===== config.mk =====
export PLATFORM = sky130hd
export DESIGN_NAME = somador_serial_param
export DESIGN_NICKNAME = d
export VERILOG_FILES = /design/src/rtl/somador_pkg.sv /design/src/rtl/somador_digito.sv /design/src/rtl/somador_serial_param.sv
export SDC_FILE = /design/constraint.sdc
export NUM_CORES = 1
export LEC_CHECK = 0
export BUFFER_PORTS_ARGS = -buffer_cell sky130_fd_sc_hd__buf_2
export CORE_AREA = 5 5 77 79
export DETAILED_ROUTE_END_ITERATION = 16
export DIE_AREA = 0 0 82 84
export PLACE_DENSITY = 0.84
export SYNTH_ARGS = -nofsm -noshare
export SYNTH_HDL_FRONTEND = slang
export SYNTH_SLANG_ARGS = --single-unit

===== constraint.sdc =====
create_clock -name clk -period 5.5 [get_ports clk]
set_input_delay 1.375 -clock clk [delete_from_list [all_inputs] [get_ports clk]]
set_output_delay 1.375 -clock clk [all_outputs]
set_load 0.05 [all_outputs]

===== src/rtl/somador_pkg.sv =====
// somador_pkg
//   Shared types and helpers for the digit-serial adder/subtractor.
//   estado_t : controller states (OCIOSO, SOMANDO, FIM)
//   clog2    : counter width helper, never returns less than 1 bit
package somador_pkg;

   typedef enum logic [1:0] {
      OCIOSO  = 2'd0,
      SOMANDO = 2'd1,
      FIM     = 2'd2
   } estado_t;

   // Minimum of 1 so a single-step configuration still gets a legal counter.
   function automatic int clog2(input int n);
      int r;
      r = 0;
      while ((1 << r) < n) r = r + 1;
      return (r < 1) ? 1 : r;
   endfunction

endpackage


===== src/rtl/somador_digito.sv =====
// somador_digito
//   Purely combinational DIGIT-bit ripple adder built from chained full-adder
//   cells; one instance is reused every cycle by the serial adder.
//   a, b   : in  DIGIT  operand digits
//   ci     : in  1      carry into bit 0
//   s      : out DIGIT  sum digit
//   co     : out 1      carry out of the MSB
//   msb_ci : out 1      carry into the MSB (signed-overflow detection)
module somador_digito #(
   parameter int DIGIT = 4
) (
   input  logic [DIGIT-1:0] a,
   input  logic [DIGIT-1:0] b,
   input  logic             ci,
   output logic [DIGIT-1:0] s,
   output logic             co,
   output logic             msb_ci
);

   logic [DIGIT:0] c;

   assign c[0] = ci;

   for (genvar i = 0; i < DIGIT; i++) begin : g_fa
      assign s[i]   = a[i] ^ b[i] ^ c[i];
      assign c[i+1] = (a[i] & b[i]) | (c[i] & (a[i] ^ b[i]));
   end

   assign co     = c[DIGIT];
   assign msb_ci = c[DIGIT-1];

endmodule


===== src/rtl/somador_serial_param.sv =====
// somador_serial_param
//   Digit-serial adder/subtractor: WIDTH-bit operands processed DIGIT bits per
//   clock through one somador_digito slice, carry held in a flop between slices.
//   Optional feature macro: SOMADOR_OVF_EN (adds the signed-overflow output ovf).
//   clk, rst       : clock (rising edge), async active-high reset
//   inicio         : start request, honoured only when idle
//   X, Y, TE, sub  : operands, carry-in, subtract select (captured on start)
//   ocupado        : high while slices are being processed
//   pronto         : one-cycle pulse, result valid
//   resultadoSoma  : {TS, S}, held until the next completion
//   TS             : carry-out (subtract: 1 = no borrow)
//   ovf            : signed overflow (SOMADOR_OVF_EN only)
//
// state   | meaning
// OCIOSO  | idle, waiting for inicio
// SOMANDO | one DIGIT slice per cycle, STEPS cycles
// FIM     | result registered, pronto high for this cycle
module somador_serial_param
   import somador_pkg::*;
#(
   parameter int WIDTH = 16,
   parameter int DIGIT = 4
) (
   input  logic             clk,
   input  logic             rst,
   input  logic             inicio,
   input  logic [WIDTH-1:0] X,
   input  logic [WIDTH-1:0] Y,
   input  logic             TE,
   input  logic             sub,
   output logic             ocupado,
   output logic             pronto,
   output logic [WIDTH:0]   resultadoSoma,
   output logic             TS
`ifdef SOMADOR_OVF_EN
   ,
   output logic             ovf
`endif
);

   localparam int STEPS = WIDTH / DIGIT;
   localparam int CW    = clog2(STEPS);

   if (DIGIT < 1 || DIGIT > WIDTH) begin : g_bad_digit
      $error("somador_serial_param: DIGIT must be in 1..WIDTH");
   end
   if (WIDTH % DIGIT != 0) begin : g_bad_width
      $error("somador_serial_param: WIDTH must be a multiple of DIGIT");
   end

   estado_t          state_q, state_d;
   logic [WIDTH-1:0] opa_q, opa_d;
   logic [WIDTH-1:0] opb_q, opb_d;
   logic [WIDTH-1:0] acc_q, acc_d;
   logic             carry_q, carry_d;
   logic [CW-1:0]    cnt_q, cnt_d;
   logic [WIDTH:0]   res_q, res_d;
   logic             ovf_q, ovf_d;

   logic [DIGIT-1:0]       slice_s;
   logic                   slice_co;
   logic                   slice_msb_ci;
   logic [WIDTH+DIGIT-1:0] acc_sh;

   somador_digito #(.DIGIT(DIGIT)) u_digito (
      .a      (opa_q[DIGIT-1:0]),
      .b      (opb_q[DIGIT-1:0]),
      .ci     (carry_q),
      .s      (slice_s),
      .co     (slice_co),
      .msb_ci (slice_msb_ci)
   );

   // New digit enters at the MSB end; after STEPS shifts the first digit sits at bit 0.
   assign acc_sh = {slice_s, acc_q} >> DIGIT;

   always_comb begin
      state_d = state_q;
      opa_d   = opa_q;
      opb_d   = opb_q;
      acc_d   = acc_q;
      carry_d = carry_q;
      cnt_d   = cnt_q;
      res_d   = res_q;
      ovf_d   = ovf_q;
      case (state_q)
         OCIOSO: begin
            if (inicio) begin
               opa_d   = X;
               opb_d   = sub ? ~Y : Y;
               carry_d = sub ? 1'b1 : TE;
               cnt_d   = CW'(STEPS - 1);
               state_d = SOMANDO;
            end
         end
         SOMANDO: begin
            opa_d   = opa_q >> DIGIT;
            opb_d   = opb_q >> DIGIT;
            acc_d   = acc_sh[WIDTH-1:0];
            carry_d = slice_co;
            if (cnt_q == '0) begin
               // Register the result on the last slice so it is valid throughout FIM.
               res_d   = {slice_co, acc_sh[WIDTH-1:0]};
               ovf_d   = slice_msb_ci ^ slice_co;
               state_d = FIM;
            end else begin
               cnt_d = cnt_q - CW'(1);
            end
         end
         FIM: begin
            state_d = OCIOSO;
         end
         default: begin
            state_d = OCIOSO;
         end
      endcase
   end

   always_ff @(posedge clk or posedge rst) begin
      if (rst) begin
         state_q <= OCIOSO;
         opa_q   <= '0;
         opb_q   <= '0;
         acc_q   <= '0;
         carry_q <= 1'b0;
         cnt_q   <= '0;
         res_q   <= '0;
         ovf_q   <= 1'b0;
      end else begin
         state_q <= state_d;
         opa_q   <= opa_d;
         opb_q   <= opb_d;
         acc_q   <= acc_d;
         carry_q <= carry_d;
         cnt_q   <= cnt_d;
         res_q   <= res_d;
         ovf_q   <= ovf_d;
      end
   end

   assign ocupado       = (state_q == SOMANDO);
   assign pronto        = (state_q == FIM);
   assign resultadoSoma = res_q;
   assign TS            = res_q[WIDTH];

`ifdef SOMADOR_OVF_EN
   assign ovf = ovf_q;
`else
   logic ovf_unused;
   assign ovf_unused = ovf_q ^ slice_msb_ci;
`endif

endmodule


# --- Word level (Yosys, flattened, before mapping) ---
# Index checks and enable logic that the tools add are counted.
op_classes:
  n_eq_ne: 5
  multipliers: 0
  n_reduce_logical: 7
  bitwise_logic: 21
  addsub: 1
  n_lt_le_gt_ge: 0
  div_mod_pow: 0
  shifts: 0
  n_mux: 14
op_table:
  columns: ["op", "count"]
  rows:
  - ["$pmux 16 s2", 2]
  - ["$mux 16", 3]
  - ["$not 16->16", 1]
  - ["$and 1x1->1", 8]
  - ["$mux 2", 4]
  - ["$pmux 2 s2", 2]
  - ["$xor 1x1->1", 8]
  - ["$reduce_and 2->1", 3]
  - ["$logic_not 2->1", 2]
  - ["$ne 2x2->1 const B", 2]
  - ["$or 1x1->1", 4]
  - ["$reduce_and 3->1", 1]
  - ["$eq 2x1->1 const B", 1]
  - ["$eq 2x2->1 const B", 1]
  - ["$mux 1", 2]
  - ["$ne 2x1->1 const B", 1]
  - ["$pmux 1 s2", 1]
  - ["$reduce_bool 2->1", 1]
  - ["$sub 2x1->2 const B", 1]
word_totals:
  latchBits: 0
  word_cells: 55
  in_bits: 37
  ram_bits: 0
  romBits: 0
  n_memories: 0
  reg_bits: 70

# --- Depth between registers and ports, before layout ---
# Gate-level depths: netlist (run 1).
depth:
  word_depth: 10
  mapped_depth: 9
  mapped_depth_nobuf: 9

# --- By module ---
# From an unflattened synthesis (run 1), not the netlist that was laid out.
hier_totals:
  cells_unflattened: 252
  area_unflattened_um2: 3101.7
by_module_without_submodules:
  columns: ["mod", "cells_per_inst", "area_per_inst_um2", "instances"]
  rows:
  - ["somador_serial_param", 240, 2991.6, 1]
  - ["somador_digito", 12, 110.1, 1]

# --- Worst setup path after synthesis (run 1) ---
# No wires, ideal clock.
synth_timing:
  path_kind: "register to output"
  start: "reg state_q[0]"
  end: "out pronto"
  stages_incl_launch_ff: 4
  arrival_time_ps: 1449
  slack_ps: 2676
  path_cell_list: "dfrtp_1 -> buf_4 -> buf_2 -> nor2b_1"
synth_between:
  elab_chain_len: 1
synth_rtl:
  columns: ["item", "line", "text"]
  rows:
  - ["from (decl)", "somador_serial_param.sv:51", "estado_t state_q, state_d;"]
  - ["from (signal assigned)", "somador_serial_param.sv:130", "state_q <= state_d;"]
  - ["$eq 2x2->1", "somador_serial_param.sv:142", "assign pronto = (state_q == FIM);"]
  - ["to (decl)", "somador_serial_param.sv:32", "output logic pronto,"]
# No other way between the ends.

# --- Worst setup path in the final report (run 1) ---
layout_timing:
  start: "reg state_q[0]"
  end: "out ocupado"
layout_between:
  elab_chain_len: 1
layout_rtl:
  columns: ["item", "line", "text"]
  rows:
  - ["$eq 2x1->1", "somador_serial_param.sv:141", "assign ocupado = (state_q == SOMANDO);"]
  - ["to (decl)", "somador_serial_param.sv:31", "output logic ocupado,"]
# No other way between the ends.

==> flow_summary_export.csv, run 1 <==
group,metric,value,unit
yosys,synth.avg_cell_area,11.7,um2
worst_setup_path,end_kind,"output pin",
cts,cts_buffers,9,
timing,tns,0,ns
power_and_ir_drop,comb_power_share,41.6,%
routing,wl_per_cell,14.5,um
routing,wl_met1,2.52,mm
floorplanning,initial_core_util,56.1,%
yosys,syn_area,2960,um2
cts,cts_hold_buf,0,
yosys,syn_inst,252,
cts,htreeDepth,3,
finish,layoutNonFillerInstCount,382,
yosys,synth_cell_types,27,
cts,post-cts-setup-buffers,0,
routing,routed-wl-met2,2.62,mm
finish,area_growth_syn_to_layout,16.8,%
finish,final_area,3450,um2
floorplanning,fp.dieW,82,um
power_and_ir_drop,p_clk_share,19.0,%
timing,setup_viol,0,
yosys,synth_top_flop_cell,"dfrtp_1",
yosys,synthAdderAreaFrac,3.13,%
yosys,synth_top_family_by_area,"compound AO/OA/AOI/OAI gates",
timing,period_share,60.6,%
timing,slew_headroom,25.8,%
worst_setup_path,worstPathRequired,4.12,ns
global_routing,grt-ovfl-total,0,
yosys,yosysWarnings,0,
yosys,synth_xor_area_share,4.74,%
worst_setup_path,r2r_slack,2.89,ns
finish,final_core_util,65.5,%
routing,vias_per_cell,5.35,
power_and_ir_drop,intPower,1.27,mW
finish,drive_gt1_share,33.2,%
floorplanning,fp.dieH,84,um
place,place_hpwl,3.73,mm
worst_setup_path,arrival,1.96,ns
finish,final_cell_mix,"66 x dfrtp_1, 56 x buf_2, 38 x nand2_1, 24 x mux2_2, 22 x a22oi_1",
cts,clk_pin_slew,0.07,ns
place,place_congestion,0.767,
power_and_ir_drop,p_switching,0.885,mW
finish,antenna_cells,0,
worst_setup_path,cp-startpoint,"state_q[0]",
routing,ant_nets,0,
yosys,synthArstFlopShare,100,%
cts,cts_max_path_buffers,2,
timing,finalHoldViolCount,0,
yosys,synth_seq_cells,66,
yosys,synth-edff-count,0,
global_routing,antenna_found_initial,0,
power_and_ir_drop,swShare,41.0,%
global_routing,grt_max_degree,67,
worst_hold_path,hold_path_startpoint,"resultadoSoma[13]",
yosys,synthMuxAreaShare,9.65,%
worst_setup_path,worstReg2RegStart,"state_q[0]",
run_status,outcome,"complete, no violations",
power_and_ir_drop,power_leakage,1.62,nW
global_routing,grt_pass1_wl,9.49,mm
routing,first_pass_iters,4,
power_and_ir_drop,p_per_area,625,nW/um2
power_and_ir_drop,power,2.16,mW
worst_setup_path,start_kind,"flip-flop",
yosys,synth_seq_area_share,55.9,%
routing,highest_layer,"met4",
finish,final_common_cell,"dfrtp_1",
routing,route.met3.wl,286,um
job,maxCapViolCount,0,
yosys,synth-compound-area-share,14.1,%
yosys,yosys.area_share.simple,7.58,%
routing,num_vias,2043,
cts,tritoncts,"built",
timing,min_period,3.33,ns
floorplanning,core-area,5270,um2
finish,num-fill-cells,408,
global_routing,grt_util_all_layers,18.2,%
place,placed_cells,366,
yosys,synth_nets,294,
routing,drtIter0Drc,77,
floorplanning,die_area,6890,um2
floorplanning,floorplan.rows,27,
cts,cts-root-buf,"clkbuf_8",
cts,cts_sinks,66,
worst_setup_path,critical_path_class,"reg -> out",
timing,tightest_slew,1.11,ns
routing,drt_wl_total,5.54,mm
cts,insertion_delay,0.34,ns
floorplanning,io_pins,57,
finish,layout.nets,347,
power_and_ir_drop,peakVddDrop,0.000275,V
place,placedInstanceArea,3250,um2
power_and_ir_drop,seqPwrFrac,39.4,%
routing,drc,0,
timing,drv_slew,0,
global_routing,grt_pass1_vias,2012,
worst_setup_path,path_max_fanout,33,
timing,finClkSkew,0.00346,ns
place,numPortBuffers,56,
timing,timing.fmax,0.300,GHz
worst_hold_path,hold_path_class,"reg -> reg",
timing,rsz0062_at_grt,"no",
cts,cts_resized,0,
[layout make-up]
cell class,count,area [um2],area share (%)
clock buffers,11,151,4.39
well taps,72,90.1,2.61
repair buffers,59,303,8.77
flip-flops and latches,66,1650,47.8
inverters,12,45.0,1.30
multi-input cells,157,1160,33.6
clock inverters,5,52.6,1.52
[synthesized netlist by cell type (all sizes together), types with 2 or more instances]
cell type / count / share of area, %
nor2: 7 / 0.89
nand2: 38 / 4.8
inv: 12 / 1.5
nor2b: 2 / 0.42
fa: 4 / 2.7
xor2: 4 / 1.2
a21oi: 4 / 0.68
o21ai: 17 / 2.9
o221ai: 8 / 2.4
dfrtp: 66 / 56
a22oi: 22 / 5.6
a22o: 5 / 1.5
xnor2: 12 / 3.6
mux2: 25 / 9.6
buf: 15 / 3.2
clkbuf: 2 / 0.25
o22ai: 2 / 0.42
[logic make-up after synthesis]
family          count (synthesis)
mux                            25
compound gates                 60
buf+inv                        29
flops                          66
xor+xnor                       16
simple gates                   51
fa+ha+maj                       5
[stage by stage]
step                      setup WS [ns]  hold WS, ns
after global routing               2.04        0.506
after CTS                          2.15        0.486
final                              2.17        0.481
after global placement             2.53        0.457
after detailed placement           2.53        0.470
after floorplan                    2.47        0.450
[power by group through the flow]
stage          logic, mW  clock network [mW]  registers (mW)
2_1_floorplan      0.558                   0            1.02
3_3_place_gp       0.872                   0           0.849
3_5_place_dp       0.910                   0           0.860
4_1_cts            0.911               0.422           0.850
5_1_grt            0.992               0.445           0.878
6_report           0.898               0.410           0.849
[registers in the layout, indices dropped and copies added (netlist names)]
| signal | flops |
|---|---|
| resultadoSoma | 17 |
| opa_q | 16 |
| opb_q | 16 |
| acc_q | 12 |
| cnt_q | 2 |
| state_q | 2 |
| carry_q | 1 |
[worst paths after layout]
kind / to / depth (start not counted)
hold / removal: resultadoSoma[13] / 2
setup reg to reg: resultadoSoma[3] / 2
min in group asynchronous: acc_q[10] / 3
max in group asynchronous: opb_q[8] / 3
setup / recovery: ocupado / 2
hold reg to reg: resultadoSoma[13] / 2
[critical path, cell delays in order (launching register included)]
cell and delay, ns:
dfrtp_1 1.07, nor2b_1 0.26, buf_2 0.29
[layer usage]
layer,vias to the layer above,GRT usage (%)
met5,-,0
met4,0,7.70
met1,989,24.3
met2,56,27.0
li1,987,-
met3,11,5.94
No activity file was read; power rests on OpenSTA's default activity.
==> run 2, diff against run 1 <==
--- a/config.mk
+++ b/config.mk
@@ -5,11 +5,12 @@
 export SDC_FILE = /design/constraint.sdc
 export NUM_CORES = 1
 export LEC_CHECK = 0
+export ABC_AREA = 1
 export BUFFER_PORTS_ARGS = -buffer_cell sky130_fd_sc_hd__buf_2
-export CORE_AREA = 5 5 77 79
+export CORE_AREA = 5 5 82 84
 export DETAILED_ROUTE_END_ITERATION = 16
-export DIE_AREA = 0 0 82 84
-export PLACE_DENSITY = 0.84
+export DIE_AREA = 0 0 87 89
+export PLACE_DENSITY = 0.8
 export SYNTH_ARGS = -nofsm -noshare
 export SYNTH_HDL_FRONTEND = slang
 export SYNTH_SLANG_ARGS = --single-unit
==> constraint.sdc (replaced) <==
create_clock -name clk -period 3.4 [get_ports clk]
set_input_delay 0.85 -clock clk [delete_from_list [all_inputs] [get_ports clk]]
set_output_delay 0.85 -clock clk [all_outputs]
set_load 0.05 [all_outputs]
==> flow_summary_export.csv, run 2 <==
group,metric,value,unit
cts,cts_buffers,9,
worst_setup_path,worstReg2RegStart,"opa_q[0]",
yosys,yosysMostFrequentCell,"nand2_1",
finish,antenna_cells,0,
timing,drv_slew,0,
routing,num_vias,2559,
routing,first_pass_iters,5,
timing,timing.fmax,0.386,GHz
job,maxCapViolCount,0,
worst_setup_path,critical_path_class,"reg -> out",
routing,wl_per_cell,12.5,um
timing,tightest_slew,0.831,ns
yosys,synth_seq_area_share,51.2,%
power_and_ir_drop,power,3.42,mW
timing,period_share,76.3,%
routing,drtIter0Drc,113,
power_and_ir_drop,peakVddDrop,0.000518,V
power_and_ir_drop,intPower,1.88,mW
global_routing,antenna_found_initial,0,
finish,final_common_cell,"nand2_1",
yosys,synth-edff-count,0,
finish,final_cell_mix,"137 x nand2_1, 76 x nand3_1, 66 x dfrtp_1, 56 x buf_2, 32 x inv_1",
global_routing,grt_max_degree,54,
power_and_ir_drop,comb_power_share,43.9,%
floorplanning,initial_core_util,55.2,%
worst_setup_path,arrival,1.74,ns
power_and_ir_drop,p_clk_share,17.7,%
yosys,synth_cell_types,21,
cts,cts_sinks,66,
finish,layout.nets,466,
worst_setup_path,path_max_fanout,33,
worst_setup_path,r2r-end,"acc_q[15]",
worst_setup_path,cpPeakStageDelay,0.57,ns
worst_setup_path,worstPathRequired,2.55,ns
timing,setup_viol,0,
worst_setup_path,cp_slowest_cell,"dfrtp_1",
cts,post-cts-setup-buffers,0,
yosys,synth_seq_cells,66,
yosys,syn_inst,378,
worst_setup_path,r2r_slack,1.19,ns
worst_setup_path,critPathTopFamily,"flip-flops",
power_and_ir_drop,power_leakage,1.98,nW
yosys,synthArstFlopShare,100,%
power_and_ir_drop,seqPwrFrac,38.4,%
global_routing,grt_pass1_wl,10.8,mm
finish,drive_gt1_share,20.5,%
cts,htreeDepth,3,
routing,drt_wl_total,6.31,mm
floorplanning,die_area,7740,um2
yosys,synth_top_flop_cell,"dfrtp_1",
routing,ant_nets,0,
worst_setup_path,reg2reg_depth,8,
floorplanning,io_pins,57,
run_status,outcome,"complete, no violations",
yosys,synthTopCellsByCount,"137 x nand2_1, 76 x nand3_1, 66 x dfrtp_1",
yosys,syn_area,3230,um2
yosys,synth.avg_cell_area,8.54,um2
floorplanning,core-area,5850,um2
global_routing,grt_pass1_vias,2490,
cts,insertion_delay,0.33,ns
routing,drc,0,
cts,cts_resized,0,
yosys,synthTopCellsByArea,"dfrtp_1 51%, nand2_1 16%, nand3_1 12%",
cts,cts_max_path_buffers,2,
yosys,synth_nets,420,
timing,tns,0,ns
cts,clk_pin_slew,0.07,ns
global_routing,grt_util_all_layers,18.0,%
place,numPortBuffers,56,
timing,finalHoldViolCount,0,
yosys,synth.largest_area_cell,"dfrtp_1",
finish,largest_reg_flops,17,
worst_setup_path,worstPathBufferInverterCount,2,
timing,min_period,2.59,ns
floorplanning,fp.dieW,87,um
timing,rsz0062_at_grt,"no",
worst_hold_path,hold_depth,2,
finish,num-fill-cells,519,
routing,vias_per_cell,5.08,
worst_hold_path,min_to,"resultadoSoma[2]",
power_and_ir_drop,p_per_area,945,nW/um2
yosys,synth_top_area_share,51.2,%
worst_hold_path,hold_path_startpoint,"acc_q[6]",
worst_setup_path,start_kind,"flip-flop",
place,place_congestion,0.831,
cts,cts_hold_buf,0,
timing,finClkSkew,0.00571,ns
place,place_hpwl,4.33,mm
floorplanning,fp.dieH,89,um
cts,cts-root-buf,"clkbuf_8",
worst_setup_path,end_kind,"output pin",
finish,area_growth_syn_to_layout,12.2,%
worst_setup_path,crit_chain,"inv_2 -> nor2_8 -> buf_2",
power_and_ir_drop,p_switching,1.54,mW
worst_hold_path,hold_path_class,"reg -> reg",
global_routing,grt-ovfl-total,0,
timing,slew_headroom,44.4,%
cts,tritoncts,"built",
power_and_ir_drop,swShare,45.1,%
floorplanning,floorplan.rows,28,
yosys,yosysWarnings,0,
[run 2: cell types whose count changed after synthesis, moves of 5 or more]
cell / change
nand3_1: +76
nor2_1: -5
xnor2_1: -12
o221ai_1: -8
buf_6: +8
a22oi_1: -22
o21ai_2: +10
mux2_2: -24
inv_1: +21
a22o_1: -5
nand2_1: +99
[run 2: area by class of cell]
cell class | instances | area [um2] | area share (%)
repair buffers | 57 | 300 | 8.30
clock inverters | 3 | 40.0 | 1.11
clock buffers | 13 | 139 | 3.84
well taps | 75 | 93.8 | 2.59
inverters | 36 | 138 | 3.80
flip-flops and latches | 66 | 1650 | 45.6
multi-input cells | 254 | 1260 | 34.7
[run 2: worst max-delay path by stage]
stage / from / endpoint / slack, ns / cells past startpoint
floorplan: rst / acc_q[10] / 0.90 / 1
global placement: state_q[0] / ocupado / 1.19 / 3
detailed placement: state_q[0] / ocupado / 1.16 / 3
CTS: state_q[0] / ocupado / 0.78 / 3
global route: state_q[0] / ocupado / 0.69 / 3
finish: state_q[0] / ocupado / 0.81 / 3
[run 2: routing by layer]
layer	part of all wire, %	global-route usage (%)	vias up
li1	-	-	1291
met4	1.5	7.22	0
met5	0	0	-
met1	43	21.6	1195
met3	6.0	5.16	9
met2	49	30.5	64
[run 2: power by group through the flow]
stage	logic, mW	registers, mW	clock network (mW)
5_1_grt	1.68	1.36	0.655
3_3_place_gp	1.47	1.32	0
4_1_cts	1.52	1.32	0.622
3_5_place_dp	1.52	1.33	0
6_report	1.50	1.32	0.605
2_1_floorplan	1.04	1.57	0
[run 2: tightest hold or removal path, stage by stage (launching register included)]
cell	delay, ns
dfrtp_1	0.34
nand2_1	0.05
nand2_1	0.05
[run 2: logic make-up (layout without fill, tap and decap cells)]
kind of cell    after synthesis  in the layout  synth area share [%]
xor+xnor                      4              4                  1.09
simple gates                220            220                  30.0
buf+inv                      58            109                  9.85
compound gates               25             25                  5.04
fa+ha+maj                     5              5                  2.87
flops                        66             66                  51.2
[run 2: per-stage QoR]
step / std cells / hold slack (ns) / setup WS (ns) / cell area (um2) / util (%)
CTS: 504 / 0.479 / 0.785 / 3620 / 61.9
global route: 504 / 0.507 / 0.693 / 3620 / 61.9
finish: 504 / 0.476 / 0.807 / 3620 / 61.9
global placement: 488 / 0.454 / 1.19 / 3440 / 58.8
detailed placement: 488 / 0.461 / 1.16 / 3440 / 58.8
floorplan: 378 / 0.442 / 0.895 / 3230 / -
==> run 3, diff against run 2 <==
--- a/config.mk
+++ b/config.mk
@@ -7,10 +7,10 @@
 export LEC_CHECK = 0
 export ABC_AREA = 1
 export BUFFER_PORTS_ARGS = -buffer_cell sky130_fd_sc_hd__buf_2
-export CORE_AREA = 5 5 82 84
+export CORE_AREA = 5 5 87 89
 export DETAILED_ROUTE_END_ITERATION = 16
-export DIE_AREA = 0 0 87 89
-export PLACE_DENSITY = 0.8
+export DIE_AREA = 0 0 92 94
+export PLACE_DENSITY = 0.75
 export SYNTH_ARGS = -nofsm -noshare
 export SYNTH_HDL_FRONTEND = slang
 export SYNTH_SLANG_ARGS = --single-unit
==> constraint.sdc (replaced) <==
create_clock -name clk -period 2.3 [get_ports clk]
set_input_delay 0.575 -clock clk [delete_from_list [all_inputs] [get_ports clk]]
set_output_delay 0.575 -clock clk [all_outputs]
set_load 0.05 [all_outputs]
==> flow_summary_export.csv, run 3 (synthesized netlist as in run 2, its figures left out) <==
group,metric,value,unit
run_status,outcome,"complete, no violations",
timing,drv_slew,0,
worst_setup_path,cpPeakStageDelay,0.46,ns
timing,tns,0,ns
timing,period_share,94.6,%
worst_setup_path,r2r_slack,0.12,ns
cts,htreeDepth,3,
floorplanning,fp.dieH,94,um
worst_setup_path,path_max_fanout,2,
timing,finalHoldViolCount,0,
worst_setup_path,worstReg2RegStart,"opa_q[0]",
finish,num-fill-cells,629,
routing,drtIter0Drc,135,
power_and_ir_drop,power_leakage,2.02,nW
finish,final_area,3680,um2
timing,timing.fmax,0.460,GHz
finish,final_common_cell,"nand2_1",
routing,vias_per_cell,5.04,
cts,clk_pin_slew,0.07,ns
worst_setup_path,r2r-end,"resultadoSoma[15]",
finish,layoutNonFillerInstCount,514,
floorplanning,core-area,6680,um2
cts,cts-root-buf,"clkbuf_8",
cts,cts_max_path_buffers,2,
finish,area_growth_syn_to_layout,14.0,%
global_routing,grt_pass1_vias,2509,
place,place_congestion,0.794,
power_and_ir_drop,seqPwrFrac,37.1,%
power_and_ir_drop,p_clk_share,17.9,%
finish,drive_gt1_share,22.1,%
global_routing,grt-ovfl-total,0,
floorplanning,floorplan.rows,30,
finish,largest_reg_flops,17,
worst_setup_path,worstPathRequired,2.56,ns
floorplanning,die_area,8650,um2
timing,finClkSkew,0.00997,ns
place,numPortBuffers,56,
worst_hold_path,hold_path_class,"in -> async",
timing,tightest_slew,0.525,ns
routing,drc,0,
power_and_ir_drop,power,5.18,mW
timing,rsz0062_at_grt,"no",
floorplanning,initial_core_util,48.3,%
cts,cts_sinks,66,
routing,num_vias,2590,
timing,slew_headroom,65.0,%
timing,min_period,2.18,ns
power_and_ir_drop,p_per_area,1410,nW/um2
worst_setup_path,crit_chain,"fa_2 -> inv_1 -> fa_1 -> inv_1 -> fa_1 -> inv_1 -> fa_1 -> o21ai_2",
worst_setup_path,cp-startpoint,"opa_q[0]",
job,maxCapViolCount,0,
worst_setup_path,reg2reg_depth,8,
place,placedInstanceArea,3480,um2
floorplanning,io_pins,57,
power_and_ir_drop,intPower,2.86,mW
cts,cts_buffers,9,
routing,first_pass_iters,5,
power_and_ir_drop,comb_power_share,45.0,%
power_and_ir_drop,swShare,44.8,%
routing,drt_wl_total,6.65,mm
cts,insertion_delay,0.34,ns
global_routing,grt_pass1_wl,11.4,mm
global_routing,grt_util_all_layers,16.6,%
cts,tritoncts,"built",
routing,wl_per_cell,12.9,um
worst_setup_path,end_kind,"flip-flop",
finish,layout.nets,472,
power_and_ir_drop,peakVddDrop,0.000563,V
finish,multi_input_area,1260,um2
worst_setup_path,cp_slowest_cell,"fa_1",
finish,antenna_cells,0,
timing,setup_viol,0,
floorplanning,fp.dieW,92,um
place,place_hpwl,4.61,mm
place,placed_cells,498,
worst_setup_path,critical_path_class,"reg -> reg",
power_and_ir_drop,p_switching,2.32,mW
worst_setup_path,arrival,2.44,ns
timing,fin_hold_ws,0.262,ns
global_routing,antenna_found_initial,0,
routing,ant_nets,0,
global_routing,grt_max_degree,54,
finish,final_cell_mix,"137 x nand2_1, 76 x nand3_1, 66 x dfrtp_1, 56 x buf_2, 32 x inv_1",
worst_setup_path,start_kind,"flip-flop",
finish,seqCellArea,1650,um2
-- run 3: what timing repair did --
item,4_1_cts,5_1_grt
setup endpoints to repair,0,1
hold endpoints to repair,0,0
hold buffers,0,0
buffers inserted,0,1
gates resized for setup,0,2
-- run 3: stage by stage --
| stage | util (%) | worst slack (ns) |
|---|---|---|
| after floorplan | - | 0.0702 |
| after global placement | 52.2 | 0.139 |
| after detailed placement | 52.2 | 0.0670 |
| after CTS | 54.9 | 0.0625 |
| after global routing | 55.1 | 0.0231 |
| final | 55.1 | 0.124 |
-- run 3: layout make-up --
| cell class | count | area share (%) |
|---|---|---|
| clock inverters | 3 | 1.09 |
| flip-flops and latches | 66 | 44.9 |
| clock buffers | 12 | 3.94 |
| well taps | 80 | 2.72 |
| multi-input cells | 254 | 34.2 |
| repair buffers | 63 | 9.38 |
| inverters | 36 | 3.74 |
-- run 3: how the worst max path moves through the flow --
stage | end | slack [ns] | cells past startpoint
finish | resultadoSoma[15] | 0.12 | 8
global route | resultadoSoma[15] | 0.02 | 8
CTS | acc_q[15] | 0.06 | 8
detailed placement | acc_q[15] | 0.07 | 8
global placement | acc_q[15] | 0.14 | 8
floorplan | acc_q[10] | 0.07 | 1
-- run 3: critical path: cells and delay by family, from the launching register on --
kind | cells | cell delay, ns
compound gates | 1 | 0.15
fa+ha+maj | 4 | 1.36
buf+inv | 3 | 0.20
flops | 1 | 0.40
-- run 3: power groups by stage --
stage	clock network [mW]	logic, mW	registers (mW)
after floorplan	0	1.54	2.32
after CTS	0.951	2.35	1.92
final	0.925	2.33	1.92
after global placement	0	2.25	1.92
after global routing	1.00	2.59	1.99
after detailed placement	0	2.34	1.94
-- run 3: layer usage --
metal  vias to the layer above  GRT usage, %  wire length, um
met5                         -             0                0
met4                         0          6.44               74
met3                         9          4.89              375
met2                        71          27.9             3330
met1                      1217          20.2             2880
li1                       1293             -                -
